<file path="src/rtl/wb_pkg.sv">
// Shared definitions for the writeback stage: default widths, queue depth
// and the layout of one queued register-file write.
package wb_pkg;

    localparam int BIT_SIZE_DEFAULT = 32;
    localparam int DEPTH_DEFAULT    = 4;
    localparam int ADDR_W           = 5;

    // One pending register-file write at the default data width.
    typedef struct packed {
        logic [ADDR_W-1:0]           addr;
        logic [BIT_SIZE_DEFAULT-1:0] data;
    } wb_entry_t;

endpackage

</file>
<file path="src/rtl/wb_fifo.sv">
// Writeback queue storage: dual-push (slot a then slot b), single-pop FIFO.
// The caller guarantees that pushes never exceed the free space after the
// same-cycle pop, so no overflow protection lives here.
module wb_fifo #(
    parameter  int W     = 37,
    parameter  int DEPTH = 4,
    localparam int PW    = $clog2(DEPTH),
    localparam int CW    = $clog2(DEPTH) + 1
) (
    input  logic          clk,
    input  logic          rst,
    input  logic          push_a,
    input  logic [W-1:0]  data_a,
    input  logic          push_b,
    input  logic [W-1:0]  data_b,
    input  logic          pop,
    output logic [W-1:0]  head,
    output logic [CW-1:0] count
);

    logic [W-1:0]  mem [DEPTH];
    logic [PW-1:0] wr_ptr;
    logic [PW-1:0] rd_ptr;

    // Storage writes; slot b always lands directly after slot a, and the
    // pointer arithmetic wraps naturally because DEPTH is a power of two.
    always_ff @(posedge clk) begin
        if (push_a) begin
            mem[wr_ptr] <= data_a;
        end
        if (push_b) begin
            mem[wr_ptr + PW'(1)] <= data_b;
        end
    end

    // Pointer and occupancy bookkeeping; count tells full apart from empty.
    always_ff @(posedge clk) begin
        if (rst) begin
            wr_ptr <= '0;
            rd_ptr <= '0;
            count  <= '0;
        end else begin
            wr_ptr <= wr_ptr + PW'(push_a) + PW'(push_b);
            rd_ptr <= rd_ptr + PW'(pop);
            count  <= count + CW'(push_a) + CW'(push_b) - CW'(pop);
        end
    end

    assign head = mem[rd_ptr];

endmodule

</file>
<file path="src/rtl/wb_writer.sv">
// Writeback arbiter: merges load and ALU results into one register-file
// write port through a small queue. Mem is always ordered ahead of ALU, and
// when space runs out the ALU request is the one dropped (sticky overflow).
// Optional macro WB_BYPASS_EN lets the first request of a cycle go straight
// to the write port when the queue is empty.
module wb_writer
    import wb_pkg::*;
#(
    parameter  int bit_size = BIT_SIZE_DEFAULT,
    parameter  int DEPTH    = DEPTH_DEFAULT,
    localparam int CW       = $clog2(DEPTH) + 1
) (
    input  logic                clk,
    input  logic                rst,
    input  logic                mem_valid,
    input  logic [ADDR_W-1:0]   mem_addr,
    input  logic [bit_size-1:0] mem_data,
    input  logic                alu_valid,
    input  logic [ADDR_W-1:0]   alu_addr,
    input  logic [bit_size-1:0] alu_data,
    output logic                stall,
    output logic                overflow,
    output logic [CW-1:0]       count,
    output logic                RegWrite,
    output logic [ADDR_W-1:0]   Write_addr,
    output logic [bit_size-1:0] Write_data
);

    typedef struct packed {
        logic [ADDR_W-1:0]   addr;
        logic [bit_size-1:0] data;
    } entry_t;

    localparam int EW = $bits(entry_t);

    entry_t        mem_entry;
    entry_t        alu_entry;
    entry_t        data_a;
    entry_t        data_b;
    entry_t        head;
    entry_t        byp_entry;
    logic          byp_valid;
    logic          mem_ok;
    logic          alu_ok;
    logic          mem_q;
    logic          alu_q;
    logic          mem_fit;
    logic          alu_fit;
    logic          drop;
    logic          pop;
    logic          push_a;
    logic          push_b;
    logic [CW:0]   free;

    // Arbitration: filter r0 writes, optionally bypass, then fit requests
    // into the space left after this cycle's dequeue, mem first.
    always_comb begin
        mem_entry = '{addr: mem_addr, data: mem_data};
        alu_entry = '{addr: alu_addr, data: alu_data};
        mem_ok    = !rst && mem_valid && (mem_addr != '0);
        alu_ok    = !rst && alu_valid && (alu_addr != '0);
        byp_valid = 1'b0;
        byp_entry = '0;
        mem_q     = mem_ok;
        alu_q     = alu_ok;
`ifdef WB_BYPASS_EN
        if (count == '0) begin
            if (mem_ok) begin
                byp_valid = 1'b1;
                byp_entry = mem_entry;
                mem_q     = 1'b0;
            end else if (alu_ok) begin
                byp_valid = 1'b1;
                byp_entry = alu_entry;
                alu_q     = 1'b0;
            end
        end
`endif
        pop     = (count != '0);
        free    = (CW+1)'(DEPTH) - {1'b0, count} + (CW+1)'(pop);
        mem_fit = mem_q && (free >= (CW+1)'(1));
        alu_fit = alu_q && (free >= ((CW+1)'(1) + (CW+1)'(mem_fit)));
        drop    = (mem_q && !mem_fit) || (alu_q && !alu_fit);
        push_a  = mem_fit || alu_fit;
        push_b  = mem_fit && alu_fit;
        data_a  = mem_fit ? mem_entry : alu_entry;
        data_b  = alu_entry;
    end

    wb_fifo #(
        .W     (EW),
        .DEPTH (DEPTH)
    ) u_fifo (
        .clk    (clk),
        .rst    (rst),
        .push_a (push_a),
        .data_a (data_a),
        .push_b (push_b),
        .data_b (data_b),
        .pop    (pop),
        .head   (head),
        .count  (count)
    );

    // Write port: queue head has priority; bypass only ever fires when empty.
    always_comb begin
        RegWrite   = 1'b0;
        Write_addr = '0;
        Write_data = '0;
        if (count != '0) begin
            RegWrite   = 1'b1;
            Write_addr = head.addr;
            Write_data = head.data;
        end else if (byp_valid) begin
            RegWrite   = 1'b1;
            Write_addr = byp_entry.addr;
            Write_data = byp_entry.data;
        end
    end

    assign stall = (count > CW'(DEPTH - 2));

    // Sticky drop flag; only reset clears it.
    always_ff @(posedge clk) begin
        if (rst) begin
            overflow <= 1'b0;
        end else if (drop) begin
            overflow <= 1'b1;
        end
    end

endmodule
</file>
<file path="config.mk">
export PLATFORM = sky130hd
export DESIGN_NAME = wb_writer
export DESIGN_NICKNAME = d
export VERILOG_FILES = /design/src/rtl/wb_pkg.sv /design/src/rtl/wb_fifo.sv /design/src/rtl/wb_writer.sv
export SDC_FILE = /design/constraint.sdc
export NUM_CORES = 1
export LEC_CHECK = 0
export CAP_MARGIN = 20
export CORE_MARGIN = 2
export CORE_UTILIZATION = 59
export CTS_CLUSTER_DIAMETER = 150
export DETAILED_ROUTE_END_ITERATION = 8
export PLACE_DENSITY_LB_ADDON = 0.3
export SLEW_MARGIN = 0
export SYNTH_ARGS = -nofsm -noshare
export SYNTH_HDL_FRONTEND = slang
export SYNTH_SLANG_ARGS = --single-unit
export TNS_END_PERCENT = 10
</file>
<file path="constraint.sdc">
create_clock -name clk -period 17 [get_ports clk]
set_input_delay 3.4 -clock clk [delete_from_list [all_inputs] [get_ports clk]]
set_output_delay 3.4 -clock clk [all_outputs]
set_load 0.02 [all_outputs]
</file>
# Word-level counts from Yosys, hierarchy flattened
# Memory sizes are Yosys's and may differ from the RTL's. A register that Yosys moved wholly into a read port is not among the register bits.
# Index checks and enable logic that the tools add are counted.
dict set report word_totals {
  ff_bits 8
  mem_bits_rw 148
  output_inout_bits 43
  inputBits 78
  wordCells 44
  mem_count 1
}
dict set report classes {
  n_lt_le_gt_ge 3
  n_reduce_logical 17
  n_mux 9
  n_addsub 10
}
# name words word_bits rd rd_ports_with_merged_regs write_ports line
set mem_list {}
lappend mem_list {u_fifo.mem 4 37 1 1 2 wb_fifo.sv:21} ;# logic [W-1:0] mem [DEPTH];
# cell count
set ops {}
lappend ops {{37-bit two-way mux} 1}
lappend ops {{32-bit two-way mux} 1}
lappend ops {{5-bit nonzero test} 2}
lappend ops {{1-bit logical AND} 9}
lappend ops {{2-bit by 1-bit adder with 2-bit output} 3}
lappend ops {{3-bit by 1-bit adder with 3-bit output} 2}
lappend ops {{1-bit two-way mux} 5}
lappend ops {{5-bit two-way mux} 1}
lappend ops {{4-bit by 1-bit adder with 4-bit output} 1}
lappend ops {{4-bit by 1-bit greater-or-equal comparator with 1-bit output (second input constant)} 1}
lappend ops {{4-bit by 2-bit greater-or-equal comparator with 1-bit output} 1}
lappend ops {{3-bit by 3-bit subtractor with 4-bit output (first input constant)} 1}
lappend ops {{3-bit by 2-bit > comparator with 1-bit output (second input constant)} 1}
lappend ops {{1-bit logical NOT} 3}
lappend ops {{3-bit nonzero test} 1}
lappend ops {{3-bit by 1-bit subtractor with 3-bit output} 1}
lappend ops {{1-bit by 1-bit adder with 2-bit output (first input constant)} 1}
lappend ops {{2-bit by 1-bit adder with 2-bit output (second input constant)} 1}
lappend ops {{1-bit logical OR} 2}
lappend ops {{2-bit two-way mux} 1}

# Logic depth before layout (Yosys ltp)
dict set report depth {
  word_depth 11
  depth_mapped 21
  depth_no_buf 19
}

# Cells and area by module
# Synthesis repeated with hierarchy kept, for this count alone.
dict set report hier_totals {
  hier_cells 504
  area_unflattened_um2 8679.6
}
# module area_each_um2 n_inst seq_area_each_um2 cells_each
set by_module_without_submodules {}
lappend by_module_without_submodules {wb_fifo 7639.8 1 4584.4 395}
lappend by_module_without_submodules {wb_writer 1039.7 1 20.0 109}

# Worst setup path after synthesis
# No wires, ideal clock.
dict set report synth_path {
  path_type {in2reg}
  from {input mem_addr[4]}
  to {memory u_fifo.mem[0][0] (enable)}
  setup_ns 0.487
  path_slack_ns 8.328
  arrival_ns 8.185
  cell_stages 10
  required_time_ns 16.513
  n_path_buf 0
  path_cell_list {or4_1 o21ai_1 nor3_2 inv_4 ha_1 nand2b_1 a221oi_4 nor3_4 nand2_1 o31ai_1}
}
# element line
set synth_rtl {}
lappend synth_rtl {{from (decl)} wb_writer.sv:16} ;# input logic [ADDR_W-1:0] mem_addr,
lappend synth_rtl {{to (decl)} wb_fifo.sv:21}

# Worst setup path in the final report
dict set report layout_path {
  from {input mem_addr[4]}
  to {register u_fifo.count[1]}
}
dict set report layout_via {
  elab_chain_len 10
  elab_cells_between_ends 11
  cone_classes {add/sub: 4; order compare: 1; reduce/logical: 6}
}
# element line
set layout_rtl {}
lappend layout_rtl {{5-bit nonzero test *} wb_writer.sv:60} ;# mem_ok = !rst && mem_valid && (mem_addr != '0);
lappend layout_rtl {{1-bit logical AND *} wb_writer.sv:60}
lappend layout_rtl {{1-bit logical AND *} wb_writer.sv:81} ;# mem_fit = mem_q && (free >= (CW+1)'(1));
lappend layout_rtl {{1-bit by 1-bit adder with 2-bit output} wb_writer.sv:82} ;# alu_fit = alu_q && (free >= ((CW+1)'(1) + (CW+1)'(mem_fit)));
lappend layout_rtl {{4-bit by 2-bit greater-or-equal comparator with 1-bit output} wb_writer.sv:82}
lappend layout_rtl {{1-bit logical AND} wb_writer.sv:82}
lappend layout_rtl {{1-bit logical OR} wb_writer.sv:84} ;# push_a = mem_fit || alu_fit;
lappend layout_rtl {{3-bit by 1-bit adder with 3-bit output} wb_fifo.sv:45} ;# count <= count + CW'(push_a) + CW'(push_b) - CW'(pop);
lappend layout_rtl {{3-bit by 1-bit adder with 3-bit output *} wb_fifo.sv:45}
lappend layout_rtl {{3-bit by 1-bit subtractor with 3-bit output *} wb_fifo.sv:45}
lappend layout_rtl {{to (signal assigned)} wb_fifo.sv:45}
lappend layout_rtl {{to (decl)} wb_fifo.sv:18} ;# output logic [CW-1:0] count
# Every way passes the cells marked *; elsewhere a longest branch is shown, timed or not.
# A chain may end at the register's enable or synchronous reset.

==> impl_metrics.ini <==
[synth]
synthArstFlopShare_pct = 0
ys_warn_count = 0
synthFlopType = edfxtp_1
synth_top_cell_by_area = edfxtp_1
syn_area_mm2 = 0.00807
ys_types = 37
ys_seq_area_share_pct = 57.1
synth_area_leaders = edfxtp_1, mux2_2, mux4_2
synth.net_count = 557
yosysTopAreaCellShare_pct = 55.1
synth_cells = 468
synth-edff-count = 148
synth_area_per_cell_um2 = 17.2
ys_ff_latch = 156

[routing]
drt-pass1-iter-count = 4
ant_nets = 0
post_drt_wl_per_cell_um = 22.5
drtIter0Drc = 321
vias = 4703
drc = 0
wl_um = 17500
viasPerCell = 6.04

[finish]
multiInputGateArea_mm2 = 0.00328
layout_common_cells = edfxtp_1, clkdlybuf4s50_1, mux2_2
syn_to_final_growth_pct = 24.3
final_common_cell = edfxtp_1
fin_nets = 678
n_antenna_cell = 0
drive_above_1_share_pct = 30.6
final_area_mm2 = 0.0100
fillers = 804
seqCellArea_mm2 = 0.00461

[worst_setup_path]
cp-start-kind = input port
r2r_start = u_fifo.count[2]
endpoint = u_fifo.count[1]
path_buf_inv = 3
required_ps = 17300
crit_chain = clkdlybuf4s50_1 > or4_1 > o21ai_1 > nor3_2 > inv_4 > ha_1 > nand2b_1 > a221oi_4 > nor3_4 > nand2_1 > ha_1 > fa_1 > inv_1 > fa_1 > nor2b_1
rr_endpoint = u_fifo.count[1]
criticalPathCategory = in2reg
crit_family = simple AND/OR/NAND/NOR gates
critPathMaxStageDelay_ps = 590
cp_slowest_cell = or4_1
crit_path_max_fanout = 9
rrSetupSlack_ps = 11830
critical_path_arrival_ps = 7440
crit_cells = 15
end_kind = flop
r2r_cells = 19
startpoint = mem_addr[4]

[sta]
whs_ps = 542
rsz0062_at_grt = no
period_minus_slack_ps = 7140
post-route-period-util_pct = 42.0
final_max_slew_viol_count = 0
hold_violations = 0
tns_ps = 0
finalClockSkew_ps = 9.63
setup_viol = 0
relSlewSlack_pct = 23.8
setup_slack_ps = 9860
tightest_slew_ps = 1140
timing.fmax_mhz = 140

[clock_network]
cts_tree = built
cts_hold_buf = 0
clock_sinks = 156
post_cts_buffers = 0
cts-root-buf = clkbuf_16
cts-buffers-inserted = 17
clk_pin_slew_worst_paths_ps = 60
ctsResizeCount = 0
clk_path_buf_depth = 2
htree_levels = 4
clkLatencyLatePin_ps = 430

[die]
start_util_pct = 60.7
fp.dieW_um = 121
rows = 42
dieArea_mm2 = 0.0146
coreArea_mm2 = 0.0133
ios = 121
die_h_um = 121

[global_route]
grt-busiest-layer = met2
use_met1_pct = 31.4
grt.total_usage_pct = 25.5
met2_usage_pct = 43.3
met3_usage_pct = 7.10
overflow = 0
grt_max_degree = 40
grt_pass1_vias = 5114
antenna_found_initial = 0
grt_pass1_wl_um = 27500

[outcome]
status = complete, no violations

[pwr]
p_per_area_mw_per_mm2 = 160
p_leak_uw = 0.00330
ir_worst_vdd_mv = 0.182
total_power_uw = 1600

[placed_design]
place_congestion = 0.792
pre_cts_slack_ps = 9390
port_buffers = 120
placed_cell_area_mm2 = 0.00940
hpwlAfterDp_um = 10200

[hold_path]
hold_class = reg2reg

[flow_run]
maxCapViolCount = 0
tightest hold or removal path, delay by kind of cell (launching register included):
family / cells / cell delay [ps]
DFF: 1 / 330
AOI/OAI and AO/OA: 2 / 170
kinds of logic after synthesis:
family                     after synthesis  synth area share, %
buffers and inverters                   36                 2.75
AOI/OAI and AO/OA                       15                 2.08
adders and majority gates               12                 2.11
muxes                                  185                 31.0
DFF                                    156                 57.1
xor gates and xnor gates                 3                0.326
and+or+nand+nor                         61                 4.67
area by class of cell:
type	count	area share [%]
clock buffer	18	4.28
clock inverter	14	1.93
inverter	10	0.399
multi-input combinational	276	32.7
sequential	156	45.9
tap	176	2.20
timing repair buffer	128	12.6
power by group:
group | internal (uW) | total (uW) | switching, uW
registers | 507 | 551 | 44.3
clock network | 246 | 399 | 153
logic | 325 | 649 | 324
state kept, by name, summed over array words and instances, names as in the netlist:
signal	count
u_fifo.mem	148
u_fifo.wr_ptr	2
u_fifo.count	3
overflow	1
u_fifo.rd_ptr	2
through the flow:
step	std cells	utilization (%)
floorplan	468	-
global placement	746	70.7
detailed placement	746	70.7
CTS	778	75.4
global route	778	75.4
finish	778	75.4
Yosys cell counts (4+ instances only):
master    count
edfxtp_1    148
clkbuf_1     10
buf_6         9
mux2_1       56
nor2b_1      39
inv_1         9
ha_1          8
buf_2         4
mux2_2       92
mux4_2       37
nor2_1        8
dfxtp_1       8
worst min-delay path by stage:
stage	start	slack [ps]	cells after the start	to
final	overflow	540	2	overflow
after global routing	overflow	600	2	overflow
after CTS	overflow	540	2	overflow
after detailed placement	overflow	520	2	overflow
after global placement	overflow	530	2	overflow
after floorplan	u_fifo.rd_ptr[0]	550	2	u_fifo.rd_ptr[0]
metal layers:
metal,part of all wire [%],vias up
met5,0,-
met4,1.8,0
met3,5.7,31
met2,52,147
met1,41,2424
li1,-,2101
Note: power is estimated with default switching activity, not from simulation.
